==> src/rtl/aes_ctrl_pkg.sv <==
`default_nettype none
// ============================================================================
//  Module   : aes_ctrl_pkg
//  Purpose  : Shared constants for the masked AES round controller: FSM state
//             encodings, round-constant seed and reduction polynomial, and the
//             datapath mux select values.
//  Ports    : none (package)
//  Revision : 1.0 - initial release
// ============================================================================
package aes_ctrl_pkg;

  // FSM state encodings (3-bit, binary)
  localparam logic [2:0] ST_IDLE   = 3'd0;
  localparam logic [2:0] ST_LOAD   = 3'd1;
  localparam logic [2:0] ST_WAIT   = 3'd2;
  localparam logic [2:0] ST_UPDATE = 3'd3;
  localparam logic [2:0] ST_DONE   = 3'd4;

  // Round constant seed and GF(2^8) reduction term (x^8 = x^4 + x^3 + x + 1)
  localparam logic [7:0] RCON_INIT = 8'h01;
  localparam logic [7:0] RCON_POLY = 8'h1B;

  // Datapath mux selects for the state and key registers
  localparam logic SEL_LOAD  = 1'b0;  // plaintext / key shares
  localparam logic SEL_ROUND = 1'b1;  // round output / expanded key

endpackage
`default_nettype wire

==> src/rtl/aes_rcon_xtime.sv <==
`default_nettype none
// ============================================================================
//  Module   : aes_rcon_xtime
//  Purpose  : Combinational GF(2^8) multiply-by-x used to step the AES round
//             constant: left shift by one, reduce with 0x1B when the bit
//             shifted out was set.
//  Ports    : din  [7:0] in  - current round constant
//             dout [7:0] out - xtime(din)
//  Revision : 1.0 - initial release
// ============================================================================
module aes_rcon_xtime
  import aes_ctrl_pkg::*;
(
  input  logic [7:0] din,
  output logic [7:0] dout
);

  assign dout = {din[6:0], 1'b0} ^ (din[7] ? RCON_POLY : 8'h00);

endmodule
`default_nettype wire

==> src/rtl/aes_round_ctrl.sv <==
`default_nettype none
// ============================================================================
//  Module   : aes_round_ctrl
//  Purpose  : Round sequencer for a masked AES core. Loads plaintext/key
//             shares, then for each of NR rounds waits SBOX_LAT cycles for the
//             round function to settle before latching its output, stepping
//             the round number and round constant. Emits a one-cycle done.
//  Params   : NR       - number of AES rounds (default 10)
//             SBOX_LAT - round-function latency in cycles, 1..15 (default 4)
//  Ports    : clk        in  - clock, rising edge
//             rst_n      in  - synchronous active-low reset
//             start      in  - begin encryption (sampled in IDLE only)
//             abort      in  - cancel run (only with AES_CTRL_ABORT_EN)
//             state_en   out - state register load enable
//             state_sel  out - 0: plaintext shares, 1: round output
//             key_en     out - key register load enable
//             key_sel    out - 0: key shares, 1: expanded key
//             rcon [7:0] out - round constant of the current round
//             round[3:0] out - current round, 1..NR
//             last_round out - current round is NR (MixColumns bypass)
//             busy       out - controller not idle
//             done       out - single-cycle completion pulse
//  Config   : `define AES_CTRL_ABORT_EN adds the abort input and its logic.
//  Revision : 1.0 - initial release
// ============================================================================
module aes_round_ctrl
  import aes_ctrl_pkg::*;
#(
  parameter int NR       = 10,
  parameter int SBOX_LAT = 4
) (
  input  logic       clk,
  input  logic       rst_n,
  input  logic       start,
`ifdef AES_CTRL_ABORT_EN
  input  logic       abort,
`endif
  output logic       state_en,
  output logic       state_sel,
  output logic       key_en,
  output logic       key_sel,
  output logic [7:0] rcon,
  output logic [3:0] round,
  output logic       last_round,
  output logic       busy,
  output logic       done
);

  localparam logic [3:0] c_ROUND_LAST = 4'(NR);
  // WAIT exits when the counter reads zero, so preload one less than the latency
  localparam logic [3:0] c_WAIT_INIT  = 4'(SBOX_LAT - 1);

  logic [2:0] r_state;
  logic [2:0] w_state_nxt;
  logic [3:0] r_round;
  logic [7:0] r_rcon;
  logic [7:0] w_rcon_nxt;
  logic [3:0] r_wait_cnt;
  logic       w_last;
  logic       w_abort;

`ifdef AES_CTRL_ABORT_EN
  assign w_abort = abort;
`else
  assign w_abort = 1'b0;
`endif

  assign w_last = (r_round == c_ROUND_LAST);

  aes_rcon_xtime u_xtime (
    .din  (r_rcon),
    .dout (w_rcon_nxt)
  );

  // --------------------------------------------------------------------------
  // State register
  // --------------------------------------------------------------------------
  always_ff @(posedge clk) begin
    if (!rst_n) begin
      r_state <= ST_IDLE;
    end else begin
      r_state <= w_state_nxt;
    end
  end

  // --------------------------------------------------------------------------
  // Next-state logic
  // --------------------------------------------------------------------------
  always_comb begin
    w_state_nxt = r_state;
    if (w_abort) begin
      w_state_nxt = ST_IDLE;
    end else begin
      case (r_state)
        ST_IDLE:   if (start) w_state_nxt = ST_LOAD;
        ST_LOAD:   w_state_nxt = ST_WAIT;
        ST_WAIT:   if (r_wait_cnt == 4'd0) w_state_nxt = ST_UPDATE;
        ST_UPDATE: w_state_nxt = w_last ? ST_DONE : ST_WAIT;
        ST_DONE:   w_state_nxt = ST_IDLE;
        default:   w_state_nxt = ST_IDLE;
      endcase
    end
  end

  // --------------------------------------------------------------------------
  // Round counter, round constant and wait counter.
  // Round/rcon are returned to their seed values when the final UPDATE
  // completes, so last_round is only seen in the final WAIT and UPDATE and a
  // following run starts from round 1 without extra logic.
  // --------------------------------------------------------------------------
  always_ff @(posedge clk) begin
    if (!rst_n || w_abort) begin
      r_round    <= 4'd1;
      r_rcon     <= RCON_INIT;
      r_wait_cnt <= 4'd0;
    end else begin
      case (r_state)
        ST_IDLE: begin
          if (start) begin
            r_round <= 4'd1;
            r_rcon  <= RCON_INIT;
          end
        end
        ST_LOAD: begin
          r_wait_cnt <= c_WAIT_INIT;
        end
        ST_WAIT: begin
          if (r_wait_cnt != 4'd0) r_wait_cnt <= r_wait_cnt - 4'd1;
        end
        ST_UPDATE: begin
          if (w_last) begin
            r_round <= 4'd1;
            r_rcon  <= RCON_INIT;
          end else begin
            r_round    <= r_round + 4'd1;
            r_rcon     <= w_rcon_nxt;
            r_wait_cnt <= c_WAIT_INIT;
          end
        end
        default: ;
      endcase
    end
  end

  // --------------------------------------------------------------------------
  // Output decode (Moore). Abort only gates the load enables so a cancelled
  // run cannot corrupt the masked registers in the abort cycle.
  // --------------------------------------------------------------------------
  always_comb begin
    state_en  = 1'b0;
    state_sel = SEL_LOAD;
    key_en    = 1'b0;
    key_sel   = SEL_LOAD;
    busy      = (r_state != ST_IDLE);
    done      = 1'b0;
    case (r_state)
      ST_LOAD: begin
        state_en  = ~w_abort;
        key_en    = ~w_abort;
      end
      ST_UPDATE: begin
        state_en  = ~w_abort;
        state_sel = SEL_ROUND;
        key_en    = ~w_abort;
        key_sel   = SEL_ROUND;
      end
      ST_DONE: begin
        done      = 1'b1;
      end
      default: ;
    endcase
  end

  assign rcon       = r_rcon;
  assign round      = r_round;
  assign last_round = w_last;

endmodule
`default_nettype wire
==> config.mk <==
export PLATFORM = sky130hd
export DESIGN_NAME = aes_round_ctrl
export DESIGN_NICKNAME = d
export VERILOG_FILES = /design/src/rtl/aes_ctrl_pkg.sv /design/src/rtl/aes_rcon_xtime.sv /design/src/rtl/aes_round_ctrl.sv
export SDC_FILE = /design/constraint.sdc
export NUM_CORES = 1
export LEC_CHECK = 0
export BUFFER_PORTS_ARGS = -buffer_cell sky130_fd_sc_hd__buf_2
export CORE_MARGIN = 4
export CORE_UTILIZATION = 55
export DETAILED_ROUTE_END_ITERATION = 7
export PLACE_DENSITY = 0.92
export SETUP_SLACK_MARGIN = 0.3
export SLEW_MARGIN = 25
export SYNTH_ARGS = -nofsm -noshare
export SYNTH_HDL_FRONTEND = slang
export SYNTH_HIERARCHICAL = 1
export SYNTH_SLANG_ARGS = --single-unit
==> constraint.sdc <==
create_clock -name clk -period 4.7 [get_ports clk]
set_input_delay 0.47 -clock clk [delete_from_list [all_inputs] [get_ports clk]]
set_output_delay 0.47 -clock clk [all_outputs]
set_load 0.05 [all_outputs]
== Word level (Yosys, flattened, before mapping) ==
Index checks and enable logic that the tools add are counted.

* Add/subtract/negate cells: 2
* Equal/unequal tests: 9
* Multiplexer cells: 17
* Bitwise operators: 1
* Reduce and logical (&&, ||, !) cells: 10

{| class="wikitable"
|+ Operators with widths
! kind !! number
|-
| 2-to-1 mux 4 bit || 4
|-
| 2-to-1 mux 8 bit || 2
|-
| one-hot mux 8 bit (2 select lines) || 1
|-
| one-hot mux 3 bit (4 select lines) || 1
|-
| one-hot mux 4 bit (3 select lines) || 1
|-
| 2-to-1 mux 3 bit || 3
|-
| != test 2 bit (second input constant) || 4
|-
| one-hot mux 4 bit (2 select lines) || 1
|-
| bitwise XOR 8 bit || 1
|-
| == test 3 x 2 -> 1 bit (second input constant) || 2
|-
| nonzero test 3 bit || 2
|-
| 2-to-1 mux 5 bit || 1
|-
| adder 4 x 1 -> 4 bit (second input constant) || 1
|-
| == test 4 bit (second input constant) || 1
|-
| logical NOT 4 bit || 1
|-
| AND reduction 2 bit || 2
|-
| nonzero test 4 bit || 1
|-
| subtractor 4 x 1 -> 4 bit (second input constant) || 1
|-
| == test 3 x 1 -> 1 bit (second input constant) || 1
|-
| == test 3 bit (second input constant) || 1
|-
| logical NOT 3 bit || 1
|-
| 2-to-1 mux 1 bit || 3
|-
| AND reduction 3 bit || 1
|-
| nonzero test 2 bit || 1
|-
| OR reduction 2 bit || 1
|}

* Register bits: 19
* Bits of input ports: 3
* Output and inout port bits: 19
* Logic and storage cells: 43

== Longest topological paths before layout ==
* Depth in word-level cells: 4
* Mapped depth: 7
* Mapped depth without buffers: 6

== Modules after synthesis ==
Netlist, hierarchy kept.

{| class="wikitable"
|+ By module, submodules not included
! module !! times used !! cells each !! area each (um2) !! sequential area each (um2)
|-
| aes_round_ctrl || 1 || 99 || 894.6 || 380.4
|-
| aes_rcon_xtime || 1 || 8 || 63.8 || 0.0
|}

== Worst setup path after synthesis ==
OpenSTA, ideal clock, no wires.

* Path kind: reg-to-output
* Start: reg r_state[2]
* End: out done
* Arrival: 1.729 ns
* Data required time: 4.230 ns
* Slack: 2.501 ns
* Stages on the path, launching flop included: 3
* Path buffers: 1
* Cells stage by stage: dfxtp_1 > clkbuf_1 > nor3b_1

* Word-level cells in the longest chain between the ends: 2

{| class="wikitable"
|+ Ends and longest elaborated chain
! item !! RTL line !! RTL
|-
| start, declared || aes_round_ctrl.sv:53 || <nowiki>logic [2:0] r_state;</nowiki>
|-
| start signal, assigned || aes_round_ctrl.sv:82 || <nowiki>r_state <= w_state_nxt;</nowiki>
|-
| == test 3 bit || aes_round_ctrl.sv:156 || <nowiki>case (r_state)</nowiki>
|-
| 2-to-1 mux 1 bit || aes_round_ctrl.sv:156 ||
|-
| end, declared || aes_round_ctrl.sv:46 || <nowiki>output logic done</nowiki>
|}

No other way between the ends.

== Worst setup path in the final report ==
* Start: reg r_round[1], in the netlist round[1]
* End: out last_round

* Word-level cells in the longest chain between the ends: 1

{| class="wikitable"
|+ Ends and longest elaborated chain
! item !! RTL line !! RTL
|-
| start, declared || aes_round_ctrl.sv:55 || <nowiki>logic [3:0] r_round;</nowiki>
|-
| start signal, assigned || aes_round_ctrl.sv:135 || <nowiki>r_round <= r_round + 4'd1;</nowiki>
|-
| == test 4 bit || aes_round_ctrl.sv:68 || <nowiki>assign w_last = (r_round == c_ROUND_LAST);</nowiki>
|-
| end, declared || aes_round_ctrl.sv:44 || <nowiki>output logic last_round,</nowiki>
|}

No other way between the ends.

==> results.cfg <==
[timing]
relSlewSlack_pct = 59.9
hold_viol = 0
fin_crit_sh_pct = 41.8
fmax_mhz = 509
setup_tns_ps = 0
skew_ps = 8.23
rsz0062_at_grt = no
setup_ws_ps = 2740
worst_pin_slew_ps = 600
min_period_ps = 1960
drv_slew = 0
setup_violations = 0

[grt]
antenna_found_initial = 0
grt_pass1_wl_um = 3220
overflow = 0
grt_max_degree = 14
grt_use_total_pct = 16.5
grt_pass1_vias = 720

[cells_and_area]
layout-drive-gt1-share_pct = 25.8
final_nets = 127
regArea_um2 = 380
diodes = 0
fillCellCount = 134
final_area_um2 = 1030
multi_input_area_um2 = 472
area_growth_pct = 7.83
stdcell_count = 136

[power_and_ir_drop]
power.density_nw_per_um2 = 348
clkPwrFrac_pct = 23.6
p_sw_uw = 124
internal_power_uw = 236
power.total_uw = 360
p_comb_share_pct = 26.2
leakage_nw = 0.491
irDropWorstVdd_mv = 0.315
p_seq_share_pct = 50.2
switching_share_pct = 34.5

[clocking]
cts_resized = 0
clockBufferDepth = 2
worstSkewPairLatency_ps = 300
htree_levels = 1
post_cts_buffers = 0
cts_hold_buffers = 0
cts.sinks = 19
cts_tree = done
root_buffer = clkbuf_4
path_clk_slew_ps = 110
cts_made_buffers = 3

[critical_path]
critPathKind = reg -> out
regToRegStartpoint = round[0]
slowest_stage = dfxtp_1
max_stage_delay_ps = 430
cp_cell_sequence = ha_1 -> and3b_1 -> buf_2
r2r_cells = 6
cp.arrival_ps = 1490
critPathCaptureType = primary output
crit_path_max_fanout = 6
r2r_setup_slack_ps = 2850
cp-start-kind = flop
cp.required_ps = 4230
worstReg2RegEnd = r_wait_cnt[2]

[logic_synthesis]
syn_area_per_cell_um2 = 8.96
yosys.area.top_type = dfxtp_1
ys_ff_latch = 19
synth_nets = 113
yosysSeqAreaShare_pct = 39.7
ys_warn_count = 6
yosys-top-cells-area = dfxtp_1, a22oi_1, buf_4
synth_top_area_share_pct = 39.7
ys_types = 41
syn_inst = 107
synth_edf_count = 0
ys_async_sr_fraction_pct = 0
synth_area_um2 = 958
synth_flop_cell = dfxtp_1

[routing]
drt_first_pass_iters = 5
num_vias = 815
routedWlPerCell_um = 13.4
detail_route.iter0.violations = 32
drc = 0
wirelength_um = 1820
antenna_left = 0
via_per_inst = 5.99

[placed_design]
dp_hpwl_um = 1320
finalWeightedCongestion = 0.805
post-place-ws_ps = 2850
dp_cells = 132
portBuffers = 21
placed_area_um2 = 1000

[floorplan]
initial_core_util_pct = 60.8
num_io_pins = 22
dieArea_um2 = 2470
num_rows = 14
die_w_um = 49.7
die_h_um = 49.7
core-area_um2 = 1580

[worst_hold_path]
worst_hold_path.endpoint = r_state[0]
min_path_cells = 3
hold_start = start
hold_path.class = in -> reg

[outcome]
status = finished clean

[run]
maxCapViolCount = 0
cells in the mapped netlist (3+ instances only):
master    instances
nor2_1           13
dfxtp_1          19
nand2_1           3
a21oi_1           5
ha_1              3
a22oi_1           7
xor2_1            3
inv_1             7
clkbuf_1          3
buf_4             7
power by group through the flow:
stage	registers, mW	logic (mW)	clock network, mW
finish	0.180	0.0941	0.0850
global route	0.182	0.103	0.0956
CTS	0.180	0.0941	0.0859
detailed placement	0.184	0.0937	0
global placement	0.183	0.0910	0
floorplan	0.184	0.0772	0
stage by stage:
stage	util (%)	hold WS (ps)
after floorplan	-	496
after global placement	63.7	504
after detailed placement	63.7	517
after CTS	65.6	409
after global routing	65.6	408
final	65.6	415
worst max-delay path: cells and delay by family, from the launching register on:
kind | cells | cell delay, ps
buf+inv | 1 | 310
fa+ha+maj | 1 | 170
simple gates | 1 | 290
flops | 1 | 430
flip-flops by register name, summed over array words and instances, names as in the netlist:
| register | flops |
|---|---|
| r_state | 3 |
| r_wait_cnt | 4 |
| rcon | 8 |
| round | 4 |
worst max-delay path by stage:
stage                     from         end  slack [ps]  cells after the start
global route        r_state[0]   state_sel        2590                      3
floorplan           r_state[2]        done        2500                      2
detailed placement    round[0]    round[3]        2850                      6
global placement      round[0]    round[3]        2920                      6
CTS                   round[1]  last_round        2740                      3
finish                round[1]  last_round        2740                      3
placed cells by master (no fill, tap or decap), drive strengths merged, types with 2 or more instances in the layout:
cell type,n
a21oi,5
a22oi,7
a311oi,2
a31oi,2
buf,21
clkbuf,3
dfxtp,19
ha,3
inv,7
nand2,3
nand3,2
nor2,13
nor2b,2
nor3,3
nor3b,2
o21ai,2
or3,2
xor2,3
layer usage:
| layer | track usage, % | share of wire (%) |
|---|---|---|
| met2 | 24.4 | 46 |
| met5 | 0 | 0 |
| met1 | 22.0 | 45 |
| met4 | 3.23 | 0.94 |
| met3 | 7.23 | 7.6 |
layout make-up:
cell class | instances | share of cell area (%)
inverters | 7 | 2.54
clock inverters | 1 | 0.726
multi-input cells | 69 | 45.6
flip-flops and latches | 19 | 36.8
clock buffers | 3 | 2.18
well taps | 16 | 1.94
repair buffers | 21 | 10.2
logic make-up (layout without fill, tap and decap cells):
family	after synthesis	after routing	synth area share (%)
xor gates and xnor gates	3	3	2.74
buffers and inverters	19	32	11.1
DFF	19	19	39.7
and+or+nand+nor	36	36	22.2
AOI/OAI and AO/OA	27	27	20.4
adders and majority gates	3	3	3.92
No activity file was read; power rests on OpenSTA's default activity.
